==> src/rtl/registers_common_mc_if.sv <==
// Bus2IP/IP2Bus register-access bundle between the AXI-Lite IPIF and the register block.
interface registers_common_mc_if;
  logic [31:0] Bus2IP_Addr;
  logic        Bus2IP_RNW;
  logic        Bus2IP_CS;
  logic [3:0]  Bus2IP_BE;
  logic [31:0] Bus2IP_Data;
  logic [31:0] IP2Bus_Data;
  logic        IP2Bus_WrAck;
  logic        IP2Bus_RdAck;
  logic        IP2Bus_Error;

  modport master (
    output Bus2IP_Addr, Bus2IP_RNW, Bus2IP_CS, Bus2IP_BE, Bus2IP_Data,
    input  IP2Bus_Data, IP2Bus_WrAck, IP2Bus_RdAck, IP2Bus_Error
  );

  modport slave (
    input  Bus2IP_Addr, Bus2IP_RNW, Bus2IP_CS, Bus2IP_BE, Bus2IP_Data,
    output IP2Bus_Data, IP2Bus_WrAck, IP2Bus_RdAck, IP2Bus_Error
  );
endinterface

==> src/rtl/registers_common_mc.sv <==
// Multi-channel common register block: config, scratchpad, PCIe counter snapshots,
// per-channel MAC ID / sticky PHY status / interrupt mask, aggregated level irq.
//
// state  | meaning
// S_IDLE | waiting for CS; the access is performed on the edge that samples it
// S_ACK  | ack/error/read data presented for exactly one cycle
// S_WAIT | access done, waiting for CS to drop before accepting another
module registers_common_mc #(
  parameter logic [31:0] C_S_AXI_BASEADDR = 32'h0000_0000,
  parameter int          NUM_CHAN         = 2,
  parameter int          SCRATCH_DEPTH    = 4,
  parameter logic [7:0]  DESIGN_VER       = 8'h20
) (
  input  logic                     clk,
  input  logic                     rst_n,
  registers_common_mc_if.slave     bus,
  input  logic                     ddr4_calib_done,
  input  logic [63:0]              tx_pcie_bc,
  input  logic [63:0]              rx_pcie_bc,
  input  logic [8*NUM_CHAN-1:0]    phy_status,
  output logic [1:0]               scaling_factor,
  output logic [31:0]              clk_period_reg,
  output logic [48*NUM_CHAN-1:0]   mac_id,
  output logic                     irq
);

  typedef enum logic [1:0] {S_IDLE, S_ACK, S_WAIT} state_t;

  state_t state, state_nxt;
  logic   access;

  logic [31:0] addr_rel;
  logic [11:0] off;
  logic        unused_addr_bits;
  logic        hit, ro, err_c, wr_en, rd_en;
  logic [31:0] rd_val;

  logic [SCRATCH_DEPTH-1:0] scr_sel;
  logic [NUM_CHAN-1:0]      ch_sel;

  logic [1:0]  scale;
  logic [31:0] clk_period;
  logic [31:0] scratch [SCRATCH_DEPTH];
  logic [31:0] mac_lo  [NUM_CHAN];
  logic [15:0] mac_hi  [NUM_CHAN];
  logic [7:0]  sticky  [NUM_CHAN];
  logic [7:0]  mask    [NUM_CHAN];
  logic [7:0]  rise    [NUM_CHAN];
  logic [7:0]  clr     [NUM_CHAN];
  logic [8*NUM_CHAN-1:0] phy_q;
  logic [31:0] tx_shadow, rx_shadow;
  logic        irq_nxt;

  logic [31:0] rdata_q;
  logic        wr_ack_q, rd_ack_q, err_q;

  function automatic logic [31:0] be_merge(input logic [31:0] old_val,
                                           input logic [31:0] new_val,
                                           input logic [3:0]  be);
    logic [31:0] res;
    for (int b = 0; b < 4; b++)
      res[8*b +: 8] = be[b] ? new_val[8*b +: 8] : old_val[8*b +: 8];
    return res;
  endfunction

  always_ff @(posedge clk or negedge rst_n) begin
    if (!rst_n) state <= S_IDLE;
    else        state <= state_nxt;
  end

  always_comb begin
    state_nxt = state;
    access    = 1'b0;
    case (state)
      S_IDLE: if (bus.Bus2IP_CS) begin
        access    = 1'b1;
        state_nxt = S_ACK;
      end
      S_ACK:  state_nxt = S_WAIT;
      S_WAIT: if (!bus.Bus2IP_CS) state_nxt = S_IDLE;
      default: state_nxt = S_IDLE;
    endcase
  end

  assign addr_rel         = bus.Bus2IP_Addr - C_S_AXI_BASEADDR;
  assign off              = addr_rel[11:0];
  assign unused_addr_bits = ^addr_rel[31:12];

  // Address decode; W1C sticky registers count as writable, not RO.
  always_comb begin
    hit     = 1'b0;
    ro      = 1'b0;
    rd_val  = '0;
    scr_sel = '0;
    ch_sel  = '0;
    if (off[1:0] == 2'b00 && !off[11]) begin
      case (off)
        12'h000: begin hit = 1'b1; ro = 1'b1; rd_val = {16'd0, 8'(NUM_CHAN), DESIGN_VER}; end
        12'h004: begin hit = 1'b1; ro = 1'b1; rd_val = {31'd0, ddr4_calib_done}; end
        12'h008: begin hit = 1'b1; rd_val = {30'd0, scale}; end
        12'h014: begin hit = 1'b1; rd_val = clk_period; end
        12'h100: begin hit = 1'b1; ro = 1'b1; rd_val = tx_pcie_bc[31:0]; end
        12'h104: begin hit = 1'b1; ro = 1'b1; rd_val = tx_shadow; end
        12'h108: begin hit = 1'b1; ro = 1'b1; rd_val = rx_pcie_bc[31:0]; end
        12'h10C: begin hit = 1'b1; ro = 1'b1; rd_val = rx_shadow; end
        default: ;
      endcase
      if (off[11:6] == 6'b000001) begin
        for (int i = 0; i < SCRATCH_DEPTH; i++) begin
          if (off[5:2] == 4'(i)) begin
            hit        = 1'b1;
            scr_sel[i] = 1'b1;
            rd_val     = scratch[i];
          end
        end
      end
      if (off[11:7] == 5'b01000) begin
        for (int n = 0; n < NUM_CHAN; n++) begin
          if (off[6:4] == 3'(n)) begin
            hit       = 1'b1;
            ch_sel[n] = 1'b1;
            case (off[3:2])
              2'd0:    rd_val = mac_lo[n];
              2'd1:    rd_val = {16'd0, mac_hi[n]};
              2'd2:    rd_val = {24'd0, sticky[n]};
              default: rd_val = {24'd0, mask[n]};
            endcase
          end
        end
      end
    end
  end

  assign err_c = !hit || (ro && !bus.Bus2IP_RNW);
  assign wr_en = access && !bus.Bus2IP_RNW && !err_c;
  assign rd_en = access &&  bus.Bus2IP_RNW && !err_c;

  always_comb begin
    irq_nxt = 1'b0;
    for (int n = 0; n < NUM_CHAN; n++) begin
      rise[n] = phy_status[8*n +: 8] & ~phy_q[8*n +: 8];
      clr[n]  = (wr_en && ch_sel[n] && off[3:2] == 2'd2 && bus.Bus2IP_BE[0])
                ? bus.Bus2IP_Data[7:0] : 8'd0;
      irq_nxt = irq_nxt | (|(sticky[n] & mask[n]));
    end
  end

  always_ff @(posedge clk or negedge rst_n) begin
    if (!rst_n) begin
      wr_ack_q <= 1'b0;
      rd_ack_q <= 1'b0;
      err_q    <= 1'b0;
      rdata_q  <= '0;
    end else begin
      wr_ack_q <= access && !bus.Bus2IP_RNW;
      rd_ack_q <= access &&  bus.Bus2IP_RNW;
      err_q    <= access && err_c;
      rdata_q  <= rd_en ? rd_val : 32'd0;
    end
  end

  always_ff @(posedge clk or negedge rst_n) begin
    if (!rst_n) begin
      scale      <= 2'b10;
      clk_period <= 32'h0EE6_B280;
      tx_shadow  <= '0;
      rx_shadow  <= '0;
      phy_q      <= '0;
      irq        <= 1'b0;
      for (int i = 0; i < SCRATCH_DEPTH; i++) scratch[i] <= 32'hDEAD_DEAF;
      for (int n = 0; n < NUM_CHAN; n++) begin
        mac_lo[n] <= 32'hCCDD_EE00 + 32'(n);
        mac_hi[n] <= 16'hAABB;
        sticky[n] <= '0;
        mask[n]   <= '0;
      end
    end else begin
      phy_q <= phy_status;
      irq   <= irq_nxt;
      // Set wins over a coincident W1C on the same bit.
      for (int n = 0; n < NUM_CHAN; n++) sticky[n] <= (sticky[n] & ~clr[n]) | rise[n];
      if (rd_en && off == 12'h100) tx_shadow <= tx_pcie_bc[63:32];
      if (rd_en && off == 12'h108) rx_shadow <= rx_pcie_bc[63:32];
      if (wr_en) begin
        if (off == 12'h008) scale      <= 2'(be_merge({30'd0, scale}, bus.Bus2IP_Data, bus.Bus2IP_BE));
        if (off == 12'h014) clk_period <= be_merge(clk_period, bus.Bus2IP_Data, bus.Bus2IP_BE);
        for (int i = 0; i < SCRATCH_DEPTH; i++)
          if (scr_sel[i]) scratch[i] <= be_merge(scratch[i], bus.Bus2IP_Data, bus.Bus2IP_BE);
        for (int n = 0; n < NUM_CHAN; n++) begin
          if (ch_sel[n]) begin
            case (off[3:2])
              2'd0:    mac_lo[n] <= be_merge(mac_lo[n], bus.Bus2IP_Data, bus.Bus2IP_BE);
              2'd1:    mac_hi[n] <= 16'(be_merge({16'd0, mac_hi[n]}, bus.Bus2IP_Data, bus.Bus2IP_BE));
              2'd3:    mask[n]   <= 8'(be_merge({24'd0, mask[n]}, bus.Bus2IP_Data, bus.Bus2IP_BE));
              default: ;
            endcase
          end
        end
      end
    end
  end

  for (genvar n = 0; n < NUM_CHAN; n++) begin : g_mac
    assign mac_id[48*n +: 48] = {mac_hi[n], mac_lo[n]};
  end

  assign scaling_factor   = scale;
  assign clk_period_reg   = clk_period;
  assign bus.IP2Bus_Data  = rdata_q;
  assign bus.IP2Bus_WrAck = wr_ack_q;
  assign bus.IP2Bus_RdAck = rd_ack_q;
  assign bus.IP2Bus_Error = err_q;

endmodule

==> src/flat_wrapper.sv <==
// flat-port wrapper written by rule: the top's interface ports become plain ports
module registers_common_mc_flat 
#(
  parameter logic [31:0] C_S_AXI_BASEADDR = 32'h0000_0000,
  parameter int          NUM_CHAN         = 2,
  parameter int          SCRATCH_DEPTH    = 4,
  parameter logic [7:0]  DESIGN_VER       = 8'h20
)
  (clk, rst_n, ddr4_calib_done, tx_pcie_bc, rx_pcie_bc, phy_status, scaling_factor, clk_period_reg, mac_id, irq, bus_Bus2IP_Addr, bus_Bus2IP_RNW, bus_Bus2IP_CS, bus_Bus2IP_BE, bus_Bus2IP_Data, bus_IP2Bus_Data, bus_IP2Bus_WrAck, bus_IP2Bus_RdAck, bus_IP2Bus_Error);
  registers_common_mc_if bus_i ();
  input  logic clk;
  input  logic rst_n;
  input  logic ddr4_calib_done;
  input  logic [63:0] tx_pcie_bc;
  input  logic [63:0] rx_pcie_bc;
  input  logic [8*NUM_CHAN-1:0] phy_status;
  output logic [1:0] scaling_factor;
  output logic [31:0] clk_period_reg;
  output logic [48*NUM_CHAN-1:0] mac_id;
  output logic irq;
  input wire logic [$bits(bus_i.Bus2IP_Addr)-1:0] bus_Bus2IP_Addr;
  input wire logic [$bits(bus_i.Bus2IP_RNW)-1:0] bus_Bus2IP_RNW;
  input wire logic [$bits(bus_i.Bus2IP_CS)-1:0] bus_Bus2IP_CS;
  input wire logic [$bits(bus_i.Bus2IP_BE)-1:0] bus_Bus2IP_BE;
  input wire logic [$bits(bus_i.Bus2IP_Data)-1:0] bus_Bus2IP_Data;
  output wire logic [$bits(bus_i.IP2Bus_Data)-1:0] bus_IP2Bus_Data;
  output wire logic [$bits(bus_i.IP2Bus_WrAck)-1:0] bus_IP2Bus_WrAck;
  output wire logic [$bits(bus_i.IP2Bus_RdAck)-1:0] bus_IP2Bus_RdAck;
  output wire logic [$bits(bus_i.IP2Bus_Error)-1:0] bus_IP2Bus_Error;
  assign bus_i.Bus2IP_Addr = bus_Bus2IP_Addr;
  assign bus_i.Bus2IP_RNW = bus_Bus2IP_RNW;
  assign bus_i.Bus2IP_CS = bus_Bus2IP_CS;
  assign bus_i.Bus2IP_BE = bus_Bus2IP_BE;
  assign bus_i.Bus2IP_Data = bus_Bus2IP_Data;
  assign bus_IP2Bus_Data = bus_i.IP2Bus_Data;
  assign bus_IP2Bus_WrAck = bus_i.IP2Bus_WrAck;
  assign bus_IP2Bus_RdAck = bus_i.IP2Bus_RdAck;
  assign bus_IP2Bus_Error = bus_i.IP2Bus_Error;
  registers_common_mc #(.C_S_AXI_BASEADDR(C_S_AXI_BASEADDR), .NUM_CHAN(NUM_CHAN), .SCRATCH_DEPTH(SCRATCH_DEPTH), .DESIGN_VER(DESIGN_VER)) u_core (.clk(clk), .rst_n(rst_n), .bus(bus_i), .ddr4_calib_done(ddr4_calib_done), .tx_pcie_bc(tx_pcie_bc), .rx_pcie_bc(rx_pcie_bc), .phy_status(phy_status), .scaling_factor(scaling_factor), .clk_period_reg(clk_period_reg), .mac_id(mac_id), .irq(irq));
endmodule
==> config.mk <==
export PLATFORM = sky130hd
export DESIGN_NAME = registers_common_mc_flat
export DESIGN_NICKNAME = d
export VERILOG_FILES = /design/src/rtl/registers_common_mc_if.sv /design/src/rtl/registers_common_mc.sv /design/src/flat_wrapper.sv
export SDC_FILE = /design/constraint.sdc
export NUM_CORES = 1
export LEC_CHECK = 0
export ABC_AREA = 1
export CORE_MARGIN = 2
export CORE_UTILIZATION = 58
export DETAILED_ROUTE_END_ITERATION = 6
export HOLD_SLACK_MARGIN = 0.02
export PLACE_DENSITY = 0.94
export SLEW_MARGIN = 5
export SYNTH_ARGS = -nofsm -noshare
export SYNTH_HDL_FRONTEND = slang
export SYNTH_SLANG_ARGS = --single-unit
export TNS_END_PERCENT = 100
==> constraint.sdc <==
create_clock -name clk -period 5.6 [get_ports clk]
set_input_delay 0.84 -clock clk [delete_from_list [all_inputs] [get_ports clk]]
set_output_delay 0.84 -clock clk [all_outputs]
set_load 0.03 [all_outputs]
==> impl_metrics.json, run 1 <==
{
  "outcome": "finished clean",
  "cp_max_fo": 32,
  "worst_slack_ns": 1.29,
  "setup_tns_ns": 0,
  "antenna_found_initial": 3,
  "slew_headroom_pct": 19.4,
  "critical_path.startpoint": "bus_Bus2IP_Addr[9]",
  "cp-end-kind": "register",
  "holdBufCountCts": 0,
  "die_w_um": 195,
  "synth_fa_ha_area_share_pct": 0,
  "drc": 0,
  "cts_max_level": 2,
  "p_total_uw": 6240,
  "cts_buffers": 43,
  "totalWireLength_um": 75600,
  "num_rows": 69,
  "dieArea_um2": 38000,
  "worst_hold_slack_ns": 0.253,
  "top_register": "u_core.scratch",
  "skew_ns": 0.0234,
  "layout_commonest_cell": "nand2_1",
  "regToRegSetupSlack_ns": 2.46,
  "worstSetupPathType": "primary input to register",
  "post-route-period-util_pct": 77.0,
  "synthCells": 2858,
  "gp_congestion": 0.957,
  "ys_seq_elements": 408,
  "fp.coreArea_um2": 35700,
  "cp_data_arrival_time_ns": 4.81,
  "fillers": 2608,
  "clock_sinks": 408,
  "hold_viol_final": 0,
  "insertion_delay_ns": 0.57,
  "yosysUniqueCellTypes": 40,
  "synth.area.mux_share_pct": 0,
  "synth-seq-area-share_pct": 49.2,
  "post_cts_buffers": 0,
  "rsz0062_at_grt": "false",
  "drt_iter0_drc": 2930,
  "overflow": 0,
  "startpoint_type": "primary input",
  "required_ns": 6.09,
  "io_buffer_count": 362,
  "avgSynthCellArea_um2": 7.41,
  "slew_viol_final": 0,
  "clkSlewWorstSetupHoldPaths_ns": 0.06,
  "ioPinCount": 383,
  "synth_nets": 3075,
  "start_util_pct": 59.2,
  "finalCriticalPeriod_ns": 4.31,
  "grt_pass1_vias": 21700,
  "ant_nets": 0,
  "fmax_mhz": 232,
  "regArea_um2": 10400,
  "globalRouteTotalUtil_pct": 39.8,
  "pre_cts_slack_ns": 0.927,
  "grt_pass1_wl_um": 118000,
  "ys_warn_count": 0,
  "worst_pin_slew_ns": 1.21,
  "synth-main-ff-cell": "dfrtp_1",
  "power.density_nw_per_um2": 236,
  "ir_drop_v": 0.000257,
  "area_growth_pct": 25.0,
  "synth_compound_area_share_pct": 7.20,
  "synth_top_family_by_area": "simple AND/OR/NAND/NOR gates",
  "async_flop_share_pct": 100,
  "synth-edff-count": 0,
  "p_leak_uw": 0.0132,
  "nNetsFinal": 3388,
  "worstReg2RegStart": "u_core.state[0]",
  "final_cell_mix": "nand2_1 (1362), clkdlybuf4s50_1 (361), dfrtp_1 (249), nand3_1 (226), inv_1 (198)",
  "syn_area_um2": 21200,
  "cts_root_buf": "clkbuf_16",
  "synthSimpleGateAreaFrac_pct": 37.4,
  "tritoncts": "done",
  "via_per_inst": 5.98,
  "cts_resized": 0,
  "setup_viol": 0,
  "synthXorXnorAreaFrac_pct": 0,
  "hp-class": "primary input to asynchronous set/reset pin",
  "largest_reg_flops": 128,
  "drive_above_1_share_pct": 11.4,
  "die_h_um": 195,
  "wl_per_cell_um": 20.6,
  "clockBufferDepth": 3,
  "first_pass_iters": 6,
  "multi_input_area_um2": 9460,
  "grt_max_degree": 151,
  "drv_cap": 0,
  "dp_hpwl_um": 53000,
  "vias": 22000
}
worst max-delay path, cell delays in order:
cell	delay (ns)
clkdlybuf4s50_1	0.50
nor2_1	0.21
nand4_2	0.40
nor2_2	0.26
buf_4	0.43
clkinv_1	0.71
nor2_4	0.61
nand4_1	0.49
nand2_1	0.26
nand2_1	0.08
Yosys cell counts (3+ instances only):
cell type	number	share of area [%]
buf_6	3	0.16
nand2_4	22	1.2
buf_2	22	0.52
buf_1	26	0.46
a221oi_1	15	0.62
a21oi_1	119	2.8
nor2_1	113	2.0
o21ai_1	33	0.78
nand4_4	10	1.0
o21ai_0	103	2.4
nand3_1	226	5.3
clkinv_1	4	0.071
nand2_2	11	0.33
inv_1	198	3.5
clkbuf_1	71	1.3
dfrtp_1	249	29
nor2_2	23	0.68
inv_2	4	0.071
o211ai_1	8	0.28
dfstp_2	159	20
or2_2	4	0.12
nand2_1	1362	24
nor2_4	20	1.1
nand4_1	32	0.95
cell type report:
cell class                      instances  area share, %
Sequential cell                       408           39.3
Multi-Input combinational cell       2119           35.8
Timing Repair Buffer                  393           14.7
Clock buffer                           66           4.78
Inverter                              206           2.92
Tap cell                              461           2.18
Clock inverter                         14          0.326
Antenna cell                            2         0.0189
final timing paths:
check,depth (start not counted),endpoint
max in group asynchronous,2,u_core.tx_shadow[2]
hold / removal,1,u_core.rx_shadow[26]
min in group clk,2,u_core.scratch[83]
setup reg to reg,7,u_core.tx_shadow[15]
hold reg to reg,2,u_core.scratch[83]
setup / recovery,10,u_core.mac_id[81]
cell families (layout without fill, tap and decap cells):
group | after synthesis | after routing
AOI/OAI and AO/OA | 285 | 285
DFF | 408 | 408
buffers and inverters | 331 | 679
other | 0 | 2
and+or+nand+nor | 1834 | 1834
power breakdown:
group          switching (uW)  internal, uW  leakage, uW
Combinational             311           175      0.00753
Sequential               7.53          2970      0.00499
Clock                    1210          1560     0.000665
routing by layer:
layer | vias to the layer above | wire [um] | part of all wire, % | global-route usage [%]
met1 | 10300 | 26100 | 35 | 47.2
met5 | - | 13 | 0.017 | 0
li1 | 9627 | - | - | -
met3 | 406 | 7410 | 9.8 | 7.58
met2 | 1592 | 35700 | 47 | 65.1
met4 | 2 | 6320 | 8.4 | 29.0
per-stage QoR:
step / std cells / area (um^2) / util (%)
after detailed placement: 3587 / 25100 / 70.3
final: 3669 / 26500 / 74.0
after CTS: 3667 / 26500 / 74.0
after global placement: 3587 / 25100 / 70.3
after floorplan: 2858 / 21200 / -
after global routing: 3668 / 26500 / 74.0
(Power assumes the default switching activity.)
==> run 2, diff against run 1 <==
--- a/config.mk
+++ b/config.mk
@@ -7,10 +7,10 @@
 export LEC_CHECK = 0
 export ABC_AREA = 1
 export CORE_MARGIN = 2
-export CORE_UTILIZATION = 58
+export CORE_UTILIZATION = 53
 export DETAILED_ROUTE_END_ITERATION = 6
 export HOLD_SLACK_MARGIN = 0.02
-export PLACE_DENSITY = 0.94
+export PLACE_DENSITY = 0.88
 export SLEW_MARGIN = 5
 export SYNTH_ARGS = -nofsm -noshare
 export SYNTH_HDL_FRONTEND = slang
==> constraint.sdc (replaced) <==
create_clock -name clk -period 4.5 [get_ports clk]
set_input_delay 0.675 -clock clk [delete_from_list [all_inputs] [get_ports clk]]
set_output_delay 0.675 -clock clk [all_outputs]
set_load 0.03 [all_outputs]
==> run 2 against run 1 <==
  * Utilization down 5.9 points
  * Critical path depth is 3 higher
  * Cell area is 1.8% higher
  * Worst hold slack worse by 0.099 ns
  * Die area up 9.2%
  * Critical path type unchanged
  * Worst setup slack lost 0.42 ns
  * Largest power group is now clock
  * Sequential cell count stayed put
  * Sequential power increased by 24%
==> impl_metrics.json, run 2 (same netlist as run 1, synthesis figures left out) <==
{
  "vias": 21300,
  "hp-class": "primary input to asynchronous set/reset pin",
  "regToRegSetupSlack_ns": 2.18,
  "startpoint_type": "primary input",
  "start_util_pct": 53.5,
  "grt_pass1_vias": 21000,
  "clockBufferDepth": 3,
  "rr_endpoint": "u_core.tx_shadow[0]",
  "rsz0062_at_grt": "false",
  "dp_hpwl_um": 53500,
  "cts_buffers": 44,
  "worstReg2RegStart": "u_core.state[0]",
  "largest_reg_flops": 128,
  "cp-end-kind": "register",
  "nNetsFinal": 3405,
  "cp_data_arrival_time_ns": 4.11,
  "fp.coreArea_um2": 39500,
  "worstSetupPathType": "primary input to register",
  "slew_headroom_pct": 28.8,
  "clkSlewWorstSetupHoldPaths_ns": 0.06,
  "insertion_delay_ns": 0.59,
  "r2r_cells": 8,
  "layout_commonest_cell": "nand2_1",
  "cts_max_level": 2,
  "antenna_found_initial": 3,
  "critPathMaxStageDelay_ns": 0.56,
  "io_buffer_count": 362,
  "drive_above_1_share_pct": 12.1,
  "globalRouteTotalUtil_pct": 35.9,
  "ir_drop_v": 0.000311,
  "setup_tns_ns": 0,
  "ant_nets": 0,
  "outcome": "finished clean",
  "setup_viol": 0,
  "totalWireLength_um": 74700,
  "first_pass_iters": 7,
  "p_leak_uw": 0.0134,
  "holdBufCountCts": 0,
  "overflow": 0,
  "ioPinCount": 383,
  "finalCriticalPeriod_ns": 3.63,
  "via_per_inst": 5.68,
  "die_h_um": 204,
  "skew_ns": 0.0195,
  "drt_iter0_drc": 2558,
  "die_w_um": 204,
  "fmax_mhz": 275,
  "top_register": "u_core.scratch",
  "clock_sinks": 408,
  "num_rows": 73,
  "wl_per_cell_um": 19.9,
  "pre_cts_slack_ns": 0.435,
  "drv_cap": 0,
  "worst_pin_slew_ns": 1.07,
  "area_growth_pct": 27.3,
  "grt_max_degree": 109,
  "cp_cell_sequence": "clkdlybuf4s50_1 -> nor2_1 -> nand4_2 -> nor2_2 -> nor2_2 -> inv_1 -> a21oi_1 -> nand3_2 -> and3_1 -> buf_4 -> nand4_1 -> nand2_1 -> nand2_1",
  "cts_resized": 0,
  "slew_viol_final": 0,
  "slowest_stage": "nand4_1",
  "cts_root_buf": "clkbuf_16",
  "gp_congestion": 0.941,
  "worst_slack_ns": 0.868,
  "critPathBufInv": 3,
  "drc": 0,
  "power.density_nw_per_um2": 311,
  "required_ns": 4.98,
  "cp_max_fo": 15,
  "tritoncts": "done",
  "hold_viol_final": 0,
  "post-route-period-util_pct": 80.7,
  "critical_path.top_delay_family": "simple AND/OR/NAND/NOR gates",
  "post_cts_buffers": 0,
  "final_cell_mix": "nand2_1 (1362), clkdlybuf4s50_1 (361), dfrtp_1 (249), nand3_1 (226), inv_1 (198)",
  "grt_pass1_wl_um": 114000,
  "dieArea_um2": 41500
}
==> run 2: report_power, final <==
part	total (uW)	leakage, uW	internal [uW]	switching (uW)
logic	611	0.00760	225	386
registers	3700	0.00499	3700	8.54
clock network	4060	0.000788	2490	1570
==> run 2: routing by layer <==
layer / vias up / part of all wire [%] / global-route usage, % / wire length [um]
met5: - / 0.035 / 0 / 26
met4: 4 / 7.3 / 23.9 / 5430
met3: 330 / 8.2 / 5.45 / 6160
met2: 1289 / 48 / 59.9 / 36200
met1: 10000 / 36 / 43.4 / 26900
li1: 9660 / - / - / -
==> run 2: how the worst max path moves through the flow <==
stage,start,endpoint,slack (ns),depth (start not counted)
6_report,bus_Bus2IP_Addr[9],u_core.mac_id[82],0.87,13
5_1_grt,bus_Bus2IP_Addr[9],u_core.mac_id[84],0.72,13
4_1_cts,bus_Bus2IP_Addr[9],u_core.mac_id[82],1.03,13
3_5_place_dp,bus_Bus2IP_Addr[9],u_core.mac_id[82],0.43,13
3_3_place_gp,bus_Bus2IP_Addr[6],u_core.mac_id[34],0.58,13
2_1_floorplan,bus_Bus2IP_Addr[3],u_core.clk_period_reg[0],1.98,15
==> run 2: worst register-to-register path: stages (launching register included) <==
cell,delay (ns)
dfrtp_1,0.37
inv_1,0.05
nand2_1,0.06
nor2_1,0.17
inv_1,0.10
nor2_2,0.11
buf_4,0.32
nand3_4,0.57
o21ai_0,0.44
==> run 2: final cells by class <==
| class | instances | area (um^2) |
|---|---|---|
| inverters | 206 | 773 |
| repair buffers | 409 | 4020 |
| diodes | 1 | 2.50 |
| clock inverters | 22 | 358 |
| fillers | 3136 | 12600 |
| clock buffers | 59 | 1260 |
| multi-input cells | 2119 | 9460 |
| flip-flops and latches | 408 | 10400 |
| well taps | 525 | 657 |
==> run 2: through the flow <==
stage / cell area, um^2 / instances / utilization, % / power, uW / hold WS, ns
4_1_cts: 26900 / 3748 / 68.1 / 8380 / 0.187
6_report: 26900 / 3749 / 68.1 / 8370 / 0.153
5_1_grt: 26900 / 3749 / 68.1 / 8580 / 0.208
3_5_place_dp: 25300 / 3667 / 64.0 / 4360 / 0.451
2_1_floorplan: 21200 / 2858 / - / 3970 / 0.379
3_3_place_gp: 25300 / 3667 / 64.0 / 4360 / 0.446
